`src/rtl/code_sequencer.sv`:
```
// rtl/code_sequencer.sv - buffered 4-bit code message player with dwell/gap timing
module code_sequencer #(
  parameter int         DEPTH      = 8,
  parameter int         DIV_WIDTH  = 12,
  parameter logic [3:0] BLANK_CODE = 4'h0
) (
  input  logic                   clk,
  input  logic                   reset,
  input  logic                   load_valid,
  input  logic [3:0]             load_code,
  input  logic                   clear,
  input  logic                   start,
  input  logic                   stop,
  input  logic                   loop,
  input  logic [DIV_WIDTH-1:0]   period,
  output logic [3:0]             code,
  output logic                   code_valid,
  output logic                   busy,
  output logic                   done,
  output logic [$clog2(DEPTH):0] length,
  output logic                   overflow
);

  localparam int IW = $clog2(DEPTH);
  localparam int LW = IW + 1;

  typedef enum logic [1:0] {
    IDLE = 2'd0,
    SHOW = 2'd1,
    GAP  = 2'd2
  } state_t;

  state_t               state;
  logic [3:0]           mem [DEPTH];
  logic [IW-1:0]        index;
  logic [IW-1:0]        next_index;
  logic [DIV_WIDTH-1:0] cnt;
  logic [DIV_WIDTH-1:0] period_l;
  logic                 loop_l;

  logic is_idle, full, start_go, do_clear, do_load, dwell_end, last_entry;

  assign is_idle    = (state == IDLE);
  assign full       = (length == LW'(DEPTH));
  // A start only wins arbitration when there is something to play.
  assign start_go   = is_idle && start && (length != '0);
  assign do_clear   = is_idle && clear && !start_go;
  assign do_load    = is_idle && load_valid && !start_go && !clear;
  // Counter runs 0..period_l, so all-ones period never wraps the counter.
  assign dwell_end  = (cnt == period_l);
  assign next_index = index + 1'b1;
  assign last_entry = ({1'b0, index} == (length - 1'b1));

  // Message buffer write port; contents are deliberately not reset.
  always_ff @(posedge clk) begin
    if (do_load && !full) begin
      mem[length[IW-1:0]] <= load_code;
    end
  end

  // Playback FSM with registered code/valid/busy/done and buffer bookkeeping.
  always_ff @(posedge clk or posedge reset) begin
    if (reset) begin
      state      <= IDLE;
      code       <= BLANK_CODE;
      code_valid <= 1'b0;
      busy       <= 1'b0;
      done       <= 1'b0;
      length     <= '0;
      overflow   <= 1'b0;
      index      <= '0;
      cnt        <= '0;
      period_l   <= '0;
      loop_l     <= 1'b0;
    end else begin
      done <= 1'b0;
      case (state)
        IDLE: begin
          if (start_go) begin
            state      <= SHOW;
            index      <= '0;
            cnt        <= '0;
            period_l   <= period;
            loop_l     <= loop;
            code       <= mem[0];
            code_valid <= 1'b1;
            busy       <= 1'b1;
          end else if (do_clear) begin
            length   <= '0;
            overflow <= 1'b0;
          end else if (do_load) begin
            if (full) overflow <= 1'b1;
            else      length   <= length + 1'b1;
          end
        end
        SHOW: begin
          if (stop) begin
            state      <= IDLE;
            code       <= BLANK_CODE;
            code_valid <= 1'b0;
            busy       <= 1'b0;
            index      <= '0;
            cnt        <= '0;
          end else if (dwell_end) begin
            state      <= GAP;
            cnt        <= '0;
            code       <= BLANK_CODE;
            code_valid <= 1'b0;
          end else begin
            cnt <= cnt + 1'b1;
          end
        end
        GAP: begin
          if (stop) begin
            state <= IDLE;
            busy  <= 1'b0;
            index <= '0;
            cnt   <= '0;
          end else if (dwell_end) begin
            cnt <= '0;
            if (!last_entry) begin
              state      <= SHOW;
              index      <= next_index;
              code       <= mem[next_index];
              code_valid <= 1'b1;
            end else if (loop_l) begin
              state      <= SHOW;
              index      <= '0;
              code       <= mem[0];
              code_valid <= 1'b1;
            end else begin
              state <= IDLE;
              busy  <= 1'b0;
              done  <= 1'b1;
              index <= '0;
            end
          end else begin
            cnt <= cnt + 1'b1;
          end
        end
        default: begin
          state      <= IDLE;
          code       <= BLANK_CODE;
          code_valid <= 1'b0;
          busy       <= 1'b0;
          index      <= '0;
          cnt        <= '0;
        end
      endcase
    end
  end

endmodule

```
`config.mk`:
```
export PLATFORM = sky130hd
export DESIGN_NAME = code_sequencer
export DESIGN_NICKNAME = d
export VERILOG_FILES = /design/src/rtl/code_sequencer.sv
export SDC_FILE = /design/constraint.sdc
export NUM_CORES = 1
export LEC_CHECK = 0
export ABC_AREA = 1
export ABC_CLOCK_PERIOD_IN_PS = 2040
export BUFFER_PORTS_ARGS = -buffer_cell sky130_fd_sc_hd__buf_2
export CORE_MARGIN = 2
export CORE_UTILIZATION = 45
export DETAILED_ROUTE_END_ITERATION = 8
export HOLD_SLACK_MARGIN = 0.15
export PLACE_DENSITY = 0.65
export SLEW_MARGIN = 20
export SYNTH_ARGS = -nofsm -noshare
export SYNTH_HDL_FRONTEND = slang
export SYNTH_SLANG_ARGS = --single-unit
```
`constraint.sdc`:
```
create_clock -name clk -period 2.04 [get_ports clk]
set_clock_uncertainty 0.1 [all_clocks]
set_input_delay 0.306 -clock clk [delete_from_list [all_inputs] [get_ports clk]]
set_output_delay 0.306 -clock clk [all_outputs]
set_load 0.01 [all_outputs]
```
==> run summary <==
Summed over all nets, wire length on met2 after detailed routing comes to 3.83 mm. Counting every instance in the synthesized netlist gives 455. The run gives 486 as the synthesized net count.

Setup violations remaining at the end of the flow were counted as 0. Timing would allow up to 513 MHz. Using the TritonRoute via totals, the vias-per-cell ratio works out to 4.88.

The total wire length after detailed routing is 8.61 mm, and the die width is 98.3 µm. The tools report the final count of hold timing violations as 0. For this design the top-level I/O count stands at 35.

In this run the power density over the cells is 1300 nW/µm². After floorplanning, the core was divided into 34 placement rows. The topmost layer with routed signal wires is met4. The first routing iteration left 156 violations. In the layout the commonest cells are nand2_1, dfrtp_1, nand3_1, inv_1, buf_2. The number of cells after detailed placement is 605. The run gives 20 as the maximum number of pins on one net before global-route repair. The number of buffer cells added on primary ports was 34.

Final critical path time including I/O delays and setup: 1.95 ns. The synthesized netlist contains 37 unique library cells. The worst setup path is captured at a flip-flop. The slew at the pin closest to its max-slew limit works out to 0.502 ns.

The final route contains 3121 vias. No sink is reached through more buffers than the 2 on the longest clock path. The CTS H-tree depth was 3; the via count of the first global-routing pass was 3199.

The count of state elements after synthesis works out to 74. The run gives 15.0 mm as the global-route wire length before repair. After synthesis the cells add up to 4000 µm². Hold timing on the final database bottoms out at a slack of 0.174 ns.

The highest-delay cell along the critical path was dfrtp_1. After clock tree synthesis, the clock-pin slew on the worst setup and hold paths is 0.09 ns. The tools report the worst-case headroom to the max-slew limit as 0.663. For this run, the detailed router's first-pass iteration total came to 4. The remaining global-route overflow was 0.

The fraction of final layout cells sized beyond drive strength 1 came out at 0.260. Leaving out fill and tap cells, the most frequent cell in the layout is nand2_1. Routability-driven placement finished with a final weighted congestion of 0.896. The library cell used as clock root buffer was clkbuf_8. The post-route fraction of the period consumed by the critical path is 0.956. Before CTS, the worst setup slack after placement is 0.0104 ns. The run gives 0 as the number of slew-limit violations in the final report. The portion of the post-synthesis area used by sequential elements was 0.503.

TritonCTS built the clock tree. The area of the die was 9660 µm²; the routed length per placed instance was 13.5 µm. The die is 98.3 µm tall.

After layout, the design draws a total of 6.32 mW. The worst-case IR drop observed on VDD is 0.661 mV. The average cell area after synthesis was 8.79 µm². In the detailed route, the total length drawn on met3 is 409 µm.

After detailed routing, the number of remaining DRC violations is 0. The worst setup path is launched from a flip-flop. Summing all non-filler instances in the final layout gives an area of 4860 µm². The logs give 0.0906 ns for the least setup slack across all paths after layout and 4390 µm² for the area after detailed placement. The cell repeated most along the worst path was inv_2. In this run, CTS created clock tree buffers numbering 9.

Placed wire-length estimate: 6.39 mm. The largest single stage delay on the critical path is 0.39 ns. For the antenna violation net count after detailed routing, the log shows 0. The run finished with clean final reports. For the worst setup path, the data required time is 1.99 ns.

The synthesis warning total came out at 0. For the max-cap violation count, the log shows 0. The source-to-sink clock delay at the later pin of the worst-skew pair was 0.35 ns.

The setup path with the least slack is of type flip-flop to flip-flop. The critical-path maximum fanout is 4, and the data arrival time of the worst path is 1.90 ns. The number of filler instances in the final layout was 774; the number of antenna cells inserted was 0. Traced cell by cell, the critical path runs through inv_2, ha_4, nand2_1, inv_2, nand2_4, nand2_8, inv_4, nand4_2, or2_4, nor2_4.

Compared with the post-synthesis result, the final layout area differs by 21.6%. The clock net in this run drives a total of 74 sinks. The initial standard-cell utilization of the core is 0.461, and the post-route met1 wirelength is 4.21 mm. The number of antenna violations at the first check in global routing came out at 0. The tools report the leakage power total as 2.18 nW. The class of the tightest hold or removal check is primary input to flip-flop.

The post-route core utilization is 0.560. The non-filler instance count after layout is 639. For the final routed database, the setup TNS stands at 0 ns. The core region is 8680 µm².

The overall routing resource usage came out at 0.197. The final layout contains 557 nets.
==> report_power, final <==
part           switching (mW)  leakage, nW  total (mW)  internal (mW)
registers               0.166        0.826        2.01           1.84
logic                    1.89         1.25        3.06           1.17
clock network           0.559        0.105        1.24          0.686
==> layout make-up <==
type	count	area, µm²	share of cell area
clock buffer	9	124	0.0255
clock inverter	7	93.8	0.0193
inverter	51	204	0.0419
multi-input combinational	321	1820	0.374
sequential	74	2010	0.414
tap	108	135	0.0278
timing repair buffer	69	475	0.0978
==> logic make-up after synthesis <==
logic type               after synthesis  share of synthesized area
AND/OR/NAND/NOR                      271                      0.329
flip-flops                            74                      0.503
buffers and inverters                 60                     0.0666
AO/OA/AOI/OAI                         25                     0.0322
XOR/XNOR                              10                     0.0238
adder cells (fa/ha/maj)                8                     0.0250
multiplexers                           7                     0.0197
==> per-layer routing <==
layer  global-route usage  vias to the layer above
met5                    0                        -
met1                0.275                     1420
li1                     -                     1609
met4               0.0885                        0
met2                0.301                       77
met3               0.0365                       15
==> flip-flops by register name, summed over array words and instances (netlist names) <==
signal,flops
mem,32
cnt,12
period_l,12
code,4
length,4
index,3
state,2
busy,1
code_valid,1
done,1
loop_l,1
overflow,1
==> worst max-delay path: cells and delay by family, from the launching register on <==
kind	cells	cell delay (ns)
AND/OR/NAND/NOR	6	0.81
buffers and inverters	3	0.18
adder cells (fa/ha/maj)	1	0.16
flip-flops	1	0.39
==> worst paths after layout <==
path	slack, ns	end	start	cells after the start
min in group asynchronous	0.35	code[1]	reset	3
max	0.09	mem[3][1]	state[1]	10
min	0.17	mem[0][2]	load_code[2]	1
max in group asynchronous	0.91	cnt[2]	reset	4
min reg2reg	0.37	code[3]	code[3]	2
max reg2reg	0.09	mem[3][1]	state[1]	10
==> timing repair <==
item,4_1_cts,5_1_grt
hold buffers,17,0
buffers inserted,0,1
pin swaps,0,3
hold endpoints to repair,33,0
endpoints found under the setup margin,8,40
gates resized for setup,0,21
==> synth_stat cells (all sizes together) <==
master	instances	area, µm²
nand2	162	692
inv	50	195
nor2	46	231
nand3	44	258
dfrtp	42	1050
edfxtp	32	961
a21oi	11	55.1
nand4	11	90.1
o21ai	11	55.1
buf	9	62.6
ha	8	100
xnor2	8	77.6
mux2	7	78.8
nor3	4	20.0
o22ai	2	12.5
or2	2	12.5
xor2	2	17.5
a31oi	1	6.26
clkinv	1	8.76
nor3b	1	7.51
nor4	1	6.26
No activity file was read; power rests on OpenSTA's default activity.
